`src/rtl/controller_key_events.sv`:
```
// Per-key debounce with edge pulses, plus a shared auto-repeat sequencer for masked keys.
// The auto-repeat output is named repeat_out because "repeat" is a reserved word.
module controller_key_events #(
  parameter int              WIDTH           = 16,
  parameter int              DEBOUNCE_CYCLES = 16,
  parameter int              REPEAT_DELAY    = 24_000_000,
  parameter int              REPEAT_PERIOD   = 6_000_000,
  parameter logic [WIDTH-1:0] REPEAT_MASK    = 16'h000F
) (
  input  logic             clk,
  input  logic             reset_n,
  input  logic [WIDTH-1:0] key_in,
  output logic [WIDTH-1:0] held,
  output logic [WIDTH-1:0] pressed,
  output logic [WIDTH-1:0] released,
  output logic [WIDTH-1:0] repeat_out
);

  localparam int CNT_W   = $clog2(DEBOUNCE_CYCLES + 1);
  localparam int TMR_MAX = (REPEAT_DELAY > REPEAT_PERIOD) ? REPEAT_DELAY : REPEAT_PERIOD;
  localparam int TMR_W   = $clog2(TMR_MAX);

  localparam logic [CNT_W-1:0] CNT_LAST    = CNT_W'(DEBOUNCE_CYCLES - 1);
  localparam logic [TMR_W-1:0] DELAY_LAST  = TMR_W'(REPEAT_DELAY - 1);
  localparam logic [TMR_W-1:0] PERIOD_LAST = TMR_W'(REPEAT_PERIOD - 1);

  typedef enum logic [1:0] {
    IDLE   = 2'd0,
    DELAY  = 2'd1,
    REPEAT = 2'd2
  } state_t;

  logic [WIDTH-1:0]             sync1_q;
  logic [WIDTH-1:0]             sync_q;
  logic [WIDTH-1:0]             held_q, held_d;
  logic [WIDTH-1:0]             pressed_q, pressed_d;
  logic [WIDTH-1:0]             released_q, released_d;
  logic [WIDTH-1:0]             repeat_q, repeat_d;
  logic [WIDTH-1:0][CNT_W-1:0]  cnt_q, cnt_d;
  state_t                       state_q, state_d;
  logic [TMR_W-1:0]             timer_q, timer_d;
  logic [WIDTH-1:0]             mask_cur_s;
  logic [WIDTH-1:0]             mask_next_s;

  // Debounce: a bit flips only after CNT_LAST+1 consecutive cycles of disagreement.
  always_comb begin
    held_d = held_q;
    cnt_d  = cnt_q;
    for (int i = 0; i < WIDTH; i++) begin
      if (sync_q[i] == held_q[i]) begin
        cnt_d[i] = '0;
      end else if (cnt_q[i] == CNT_LAST) begin
        held_d[i] = sync_q[i];
        cnt_d[i]  = '0;
      end else begin
        cnt_d[i] = cnt_q[i] + CNT_W'(1);
      end
    end
    pressed_d  = held_d & ~held_q;
    released_d = held_q & ~held_d;
  end

  // The sequencer looks at the next held value so its timer starts on the
  // same edge that held changes; a changed mask always wins over a due pulse.
  assign mask_cur_s  = held_q & REPEAT_MASK;
  assign mask_next_s = held_d & REPEAT_MASK;

  always_comb begin
    state_d  = state_q;
    timer_d  = timer_q;
    repeat_d = '0;
    if (mask_next_s != mask_cur_s) begin
      timer_d = '0;
      if (mask_next_s != '0) begin
        state_d = DELAY;
      end else begin
        state_d = IDLE;
      end
    end else begin
      case (state_q)
        IDLE: begin
          timer_d = '0;
          if (mask_cur_s != '0) begin
            state_d = DELAY;
          end else begin
            state_d = IDLE;
          end
        end
        DELAY: begin
          if (timer_q == DELAY_LAST) begin
            repeat_d = mask_cur_s;
            state_d  = REPEAT;
            timer_d  = '0;
          end else begin
            timer_d = timer_q + TMR_W'(1);
          end
        end
        REPEAT: begin
          if (timer_q == PERIOD_LAST) begin
            repeat_d = mask_cur_s;
            timer_d  = '0;
          end else begin
            timer_d = timer_q + TMR_W'(1);
          end
        end
        default: begin
          state_d = IDLE;
          timer_d = '0;
        end
      endcase
    end
  end

  // State and output registers.
  always_ff @(posedge clk or negedge reset_n) begin
    if (!reset_n) begin
      sync1_q    <= '0;
      sync_q     <= '0;
      held_q     <= '0;
      pressed_q  <= '0;
      released_q <= '0;
      repeat_q   <= '0;
      cnt_q      <= '0;
      state_q    <= IDLE;
      timer_q    <= '0;
    end else begin
      sync1_q    <= key_in;
      sync_q     <= sync1_q;
      held_q     <= held_d;
      pressed_q  <= pressed_d;
      released_q <= released_d;
      repeat_q   <= repeat_d;
      cnt_q      <= cnt_d;
      state_q    <= state_d;
      timer_q    <= timer_d;
    end
  end

  assign held       = held_q;
  assign pressed    = pressed_q;
  assign released   = released_q;
  assign repeat_out = repeat_q;

endmodule

```
`config.mk`:
```
export PLATFORM = sky130hd
export DESIGN_NAME = controller_key_events
export DESIGN_NICKNAME = d
export VERILOG_FILES = /design/src/rtl/controller_key_events.sv
export SDC_FILE = /design/constraint.sdc
export NUM_CORES = 1
export LEC_CHECK = 0
export CAP_MARGIN = 15
export CORE_MARGIN = 2
export CORE_UTILIZATION = 55
export CTS_CLUSTER_DIAMETER = 80
export DETAILED_ROUTE_END_ITERATION = 6
export PLACE_DENSITY = 0.78
export SKIP_LAST_GASP = 1
export SLEW_MARGIN = 15
export SYNTH_ARGS = -nofsm -noshare
export SYNTH_HDL_FRONTEND = slang
export SYNTH_SLANG_ARGS = --single-unit
export TNS_END_PERCENT = 50
```
`constraint.sdc`:
```
create_clock -name clk -period 3.2 [get_ports clk]
set_input_delay 0.48 -clock clk [delete_from_list [all_inputs] [get_ports clk]]
set_output_delay 0.48 -clock clk [all_outputs]
set_load 0.01 [all_outputs]
```
==> run_results.csv, run 1 <==
group,metric,value,unit
synth,synth_cell_type_count,39,
drt,dr.pass1.iters,4,
global_route,antenna_found_initial,0,
drt,viasPerCell,5.21,
finish,layout.nets,733,
global_route,grt_util_met2,30.8,%
setup_path,path_max_fanout,24,
setup_path,arrival,2.93,ns
finish,num_antenna_cells,0,
finish,layout_common_cells,"dfrtp_1 (191), clkdlybuf4s50_1 (68), xor2_1 (63)",
setup_path,path_class,"reg -> reg",
synth,synth_cells,599,
finish,final-instance-count-excl-fill,880,
run_status,outcome,"finished, final reports clean",
pwr,p_per_area,537,nW/um2
synth,yosys_register_bits,191,
clock_network,cts.sinks,191,
finish,layout_commonest_cell,"dfrtp_1",
flow_run,timing.max_cap.violations,0,
global_route,grtUsageMet3,5.71,%
setup_path,crit_top_cell,"ha_1",
placed_design,dp_cells,848,
pwr,cellLeakagePower,0.00441,uW
setup_path,worstPathCellList,"ha_1, nand4b_1, mux2i_1, inv_1, ha_1, and4_1, nand2_1, o21bai_4, nor2_1",
synth,ys.flop_type,"dfrtp_1",
global_route,grt_pass1_vias,4726,
setup_path,cp-end-kind,"register",
synth,yosysSeqAreaShare,62.5,%
synth,netlist_area,7640,um2
floorplanning,core_region_area,13700,um2
drt,final_antenna_net_count,0,
drt,totalWireLength,13100,um
setup_path,cp_slowest_cell,"dfrtp_1",
setup_path,r2r_setup_slack,0.61,ns
floorplanning,die_x,122,um
finish,drive_gt1_share,11.3,%
finish,nFillCells,973,
finish,final_core_util,66.7,%
floorplanning,start_util,55.7,%
global_route,grt_first_pass_wirelength,21800,um
finish,ff_latch_area,4780,um2
setup_path,required,3.54,ns
setup_path,cpPeakStageDelay,0.40,ns
drt,drt-wirelength-per-cell,14.9,um
placed_design,portBuffers,69,
finish,syn2layout_area_growth,19.7,%
timing,tightest_slew,0.708,ns
floorplanning,row_count,43,
clock_network,cts_made_buffers,17,
drt,drc,0,
placed_design,placed_area,8520,um2
timing,finalHoldViolCount,0,
timing,period_share,81.0,%
clock_network,cts.path.max_buffers,2,
clock_network,cts_resized,0,
floorplanning,io_pins,82,
finish,fin_area,9150,um2
global_route,overflow,0,
timing,period_needed,2.59,ns
clock_network,cts-htree-levels,4,
clock_network,clkLatencyLatePin,0.43,ns
setup_path,critPathLaunchType,"register",
global_route,grtUsageMet1,23.6,%
global_route,grt-busiest-layer,"met2",
timing,slew_violations,0,
timing,setup_slack,0.608,ns
worst_hold_path,hold_class,"in -> async",
synth,synth_edf_count,0,
placed_design,post-dp-hpwl,8760,um
pwr,ir_worst_vdd,0.000367,V
clock_network,root_buffer,"clkbuf_16",
placed_design,gp_congestion,0.787,
synth,async_reset_ff_share,100,%
global_route,grt_max_degree,75,
global_route,grt_usage,18.9,%
timing,tns,0,ns
clock_network,cts_tree,"built",
clock_network,path_clk_slew,0.07,ns
placed_design,post-place-ws,0.656,ns
floorplanning,die_area,14900,um2
timing,max_freq,386,MHz
timing,finClkSkew,0.00564,ns
synth,avgSynthCellArea,12.8,um2
timing,setup_viol,0,
synth,yosys_warnings,0,
timing,relSlewSlack,52.7,%
finish,multiInputGateArea,2740,um2
drt,dr.first_iter.drc_count,290,
drt,via_count,4581,
floorplanning,dieHeight,122,um
timing,rsz0062_at_grt,"false",
clock_network,cts_hold_buf,0,
clock_network,postCtsSetupBuffers,0,
## sequential cells by signal, indices dropped and copies added, names as in the netlist
signal	flops
cnt_q	80
held	16
pressed	16
released	16
repeat_out	4
state_q	2
sync1_q	16
sync_q	16
timer_q	25
## cells by family (layout without fill, tap and decap cells)
family / after synthesis / count (layout) / share of synthesized area [%]
AND/OR/NAND/NOR: 250 / 250 / 18.6
flip-flops: 191 / 191 / 62.5
XOR/XNOR: 71 / 71 / 8.13
adder cells (fa/ha/maj): 28 / 28 / 4.58
buffers and inverters: 28 / 118 / 2.21
multiplexers: 17 / 17 / 2.49
AO/OA/AOI/OAI: 13 / 13 / 1.39
other: 1 / 12 / 0.0491
## synthesized netlist by cell type, types with 2 or more instances
cell type / n / area share [%]
and3_1: 27 / 2.2
nand2_1: 25 / 1.2
xnor2_1: 8 / 0.92
nand4_1: 13 / 1.1
nor3b_1: 24 / 2.4
and2_1: 30 / 2.5
nor4_1: 2 / 0.16
nor3_2: 2 / 0.26
ha_1: 28 / 4.6
nor2_2: 10 / 0.82
mux2i_1: 4 / 0.52
a21oi_1: 2 / 0.13
a31oi_1: 5 / 0.41
and4bb_1: 2 / 0.33
mux2_2: 12 / 1.8
xor2_1: 63 / 7.2
and4_1: 3 / 0.34
buf_4: 12 / 1.2
or2_2: 12 / 0.98
inv_1: 14 / 0.69
dfrtp_1: 191 / 63
nor2_1: 52 / 2.6
nand4b_1: 4 / 0.46
nand3_1: 39 / 2.6
## worst max-delay path, delay by kind of cell, from the launching register on
family                   cells  cell delay, ns
flip-flops                   1            0.40
AO/OA/AOI/OAI                1            0.35
buffers and inverters        1            0.11
AND/OR/NAND/NOR              4            0.75
adder cells (fa/ha/maj)      2            0.54
multiplexers                 1            0.35
## stage by stage
step	power, uW	hold slack (ns)
2_1_floorplan	2670	0.184
3_3_place_gp	2740	0.332
3_5_place_dp	2760	0.336
4_1_cts	4970	0.0686
5_1_grt	5110	0.0662
6_report	4910	0.0473
## layer usage
layer  share of wire (%)  wire length [um]
met1                  44              5710
met2                  51              6670
met3                 3.7               488
met4                 1.5               201
met5                   0                 0
## cell type report
cell class              count  share of cell area [%]
clock buffers              21                    5.14
clock inverters            11                    1.70
inverters                  14                   0.574
multi-input cells         391                    29.9
flip-flops and latches    191                    52.2
well taps                 180                    2.46
repair buffers             72                    7.97
## report_power, final
| part | internal, uW | switching, uW |
|---|---|---|
| Clock | 1300 | 892 |
| Combinational | 76.3 | 105 |
| Sequential | 2480 | 52.7 |
## final timing paths
check / endpoint / depth (start not counted) / from
worst min-delay path: sync_q[7]$_DFF_PN0_ / 1 / reset_n
min in group clk: sync_q[2]$_DFF_PN0_ / 0 / sync1_q[2]$_DFF_PN0_
worst max register to register: timer_q[5]$_DFF_PN0_ / 9 / cnt_q[5]$_DFF_PN0_
max in group asynchronous: cnt_q[1]$_DFF_PN0_ / 2 / reset_n
worst max-delay path: timer_q[5]$_DFF_PN0_ / 9 / cnt_q[5]$_DFF_PN0_
worst min register to register: sync_q[2]$_DFF_PN0_ / 0 / sync1_q[2]$_DFF_PN0_
Power figures use the tool's default switching activity.
==> inputs of run 2 (changes only) <==
CORE_UTILIZATION = 51   (was 55)
PLACE_DENSITY = 0.76   (was 0.78)
clock period = 2.35 ns   (was 3.2 ns; I/O delays follow)
==> run 2 against run 1 <==
  * Core utilization is 3.1 points lower
  * Largest cell class unchanged
  * Hold slack better by 0.30 ns
  * Clock skew is 0.0036 ns higher
==> run_results.csv, run 2 (synthesis gave the netlist of run 1 again) <==
group,metric,value,unit
global_route,overflow,0,
setup_path,cp-end-kind,"register",
setup_path,required,2.70,ns
setup_path,r2r_setup_slack,0.12,ns
worst_hold_path,hold_start,"key_in[4]",
pwr,ir_worst_vdd,0.000541,V
floorplanning,dieHeight,126,um
drt,drc,0,
setup_path,cp_slowest_cell,"dfrtp_1",
finish,ff_latch_area,4780,um2
clock_network,path_clk_slew,0.07,ns
drt,final_antenna_net_count,0,
timing,finalHoldViolCount,0,
flow_run,timing.max_cap.violations,0,
global_route,grt_pass1_vias,4923,
timing,tightest_slew,1.04,ns
drt,viasPerCell,5.20,
timing,period_needed,2.23,ns
clock_network,cts_made_buffers,17,
finish,drive_gt1_share,13.6,%
drt,dr.first_iter.drc_count,388,
finish,layout_common_cells,"dfrtp_1 (191), clkdlybuf4s50_1 (68), xor2_1 (63)",
timing,finClkSkew,0.00922,ns
finish,layout.nets,748,
setup_path,worstPathCellList,"ha_1, nand4b_1, mux2i_1, inv_1, ha_1, and4_1, nand2_4, o21bai_4, nor2_1",
setup_path,path_max_fanout,6,
clock_network,cts_tree,"built",
placed_design,gp_congestion,0.727,
floorplanning,die_x,126,um
floorplanning,core_region_area,14600,um2
floorplanning,start_util,52.4,%
global_route,grt_usage,17.9,%
drt,wl_met3,548,um
drt,dr.pass1.iters,4,
drt,route.met2.wl,6940,um
pwr,p_per_area,702,nW/um2
setup_path,cpPeakStageDelay,0.40,ns
setup_path,crit_family,"simple AND/OR/NAND/NOR gates",
drt,wl_met1,5910,um
timing,rsz0062_at_grt,"true",
worst_hold_path,min_path_cells,1,
setup_path,critPathLaunchType,"register",
setup_path,path_class,"reg -> reg",
clock_network,cts.path.max_buffers,2,
finish,num_antenna_cells,0,
run_status,outcome,"finished, final reports clean",
worst_hold_path,min_to,"sync1_q[4]$_DFF_PN0_",
finish,regMostFlops,"cnt_q",
finish,layout_commonest_cell,"dfrtp_1",
global_route,grt_max_degree,65,
placed_design,post-place-ws,0.0250,ns
drt,via_count,4678,
setup_path,r2r_start,"cnt_q[0]$_DFF_PN0_",
pwr,p_total,6520,uW
finish,largest_reg_flops,80,
clock_network,clkLatencyLatePin,0.43,ns
setup_path,crit_top_cell,"ha_1",
timing,max_freq,448,MHz
finish,nFillCells,1017,
finish,multiInputGateArea,2810,um2
timing,setup_slack,0.116,ns
placed_design,post-dp-hpwl,9160,um
setup_path,timing.rr.end,"timer_q[5]$_DFF_PN0_",
setup_path,crit_buf_inv,1,
drt,top_layer,"met4",
setup_path,arrival,2.58,ns
worst_hold_path,hold_class,"in -> reg",
pwr,cellLeakagePower,0.00447,uW
finish,syn2layout_area_growth,21.4,%
timing,setup_viol,0,
timing,relSlewSlack,30.7,%
setup_path,ff2ff_path_depth,9,
global_route,antenna_found_initial,0,
floorplanning,row_count,44,
clock_network,cts.sinks,191,
timing,slew_violations,0,
global_route,grt_first_pass_wirelength,22900,um
clock_network,root_buffer,"clkbuf_16",
clock_network,cts-htree-levels,4,
drt,drt-wirelength-per-cell,15.1,um
floorplanning,die_area,16000,um2
timing,period_share,95.1,%
finish,top_regs,"cnt_q (80), timer_q (25)",
floorplanning,io_pins,82,
drt,totalWireLength,13600,um
placed_design,portBuffers,69,
## run 2: cell types whose count changed in the layout (fill, tap and decap cells not counted), sizes merged
cell,previous run,this run
inv,16,22
dlygate4sd3,0,1
o21bai,1,4
clkbuf,22,19
buf,3,14
clkinvlp,4,0
bufinv,3,1
clkinv,2,5
## run 2: layout make-up
| type | instances | area share [%] |
|---|---|---|
| Tap cell | 184 | 2.48 |
| Clock buffer | 18 | 4.62 |
| Multi-Input combinational cell | 394 | 30.3 |
| Timing Repair Buffer | 84 | 8.99 |
| Clock inverter | 14 | 1.56 |
| Inverter | 14 | 0.566 |
| Sequential cell | 191 | 51.5 |
## run 2: report_power, final
group	internal, uW	leakage (uW)	switching [uW]
logic	109	0.00163	146
registers	3380	0.00255	72.3
clock network	1500	0.000284	1310
total	4990	0.00447	1530
## run 2: worst max-delay path by stage
| stage | start | endpoint | slack (ns) | cells past startpoint |
|---|---|---|---|---|
| finish | cnt_q[0]$_DFF_PN0_ | timer_q[5]$_DFF_PN0_ | 0.12 | 9 |
| global placement | cnt_q[5]$_DFF_PN0_ | timer_q[5]$_DFF_PN0_ | 0.14 | 9 |
| global route | cnt_q[0]$_DFF_PN0_ | timer_q[9]$_DFF_PN0_ | -0.02 | 9 |
| CTS | cnt_q[0]$_DFF_PN0_ | timer_q[5]$_DFF_PN0_ | -0.0009 | 9 |
| floorplan | cnt_q[0]$_DFF_PN0_ | timer_q[16]$_DFF_PN0_ | 0.18 | 10 |
| detailed placement | cnt_q[0]$_DFF_PN0_ | timer_q[12]$_DFF_PN0_ | 0.02 | 9 |
## run 2: repair_timing
item	4_1_cts	5_1_grt
endpoints found under the setup margin	1	28
cloned	0	3
setup buffers	0	1
resized for setup	0	8
pin swaps	0	2
hold endpoints to repair	55	0
hold buffers	1	0
## run 2: through the flow
step           setup TNS, ns  instance area [um2]  instances  util, %  hold slack, ns
5_1_grt              -0.0387                 9280        899     63.6           0.335
6_report                   0                 9280        899     63.6           0.352
4_1_cts            -0.000867                 9200        895     63.1           0.338
3_3_place_gp               0                 8620        862     59.1           0.333
3_5_place_dp               0                 8620        862     59.1           0.336
2_1_floorplan              0                 7690        610        -          0.0569
## run 2: routing by layer
| metal | up-vias | global-route usage (%) |
|---|---|---|
| met1 | 2352 | 22.3 |
| li1 | 2225 | - |
| met5 | - | 0 |
| met4 | 0 | 6.08 |
| met2 | 87 | 30.5 |
| met3 | 14 | 4.77 |
==> inputs of run 3 (changes only) <==
HOLD_SLACK_MARGIN = 0.15   (was unset)
==> results of run 3 <==
Final layout, timing and power as in run 2 (identical DEF).
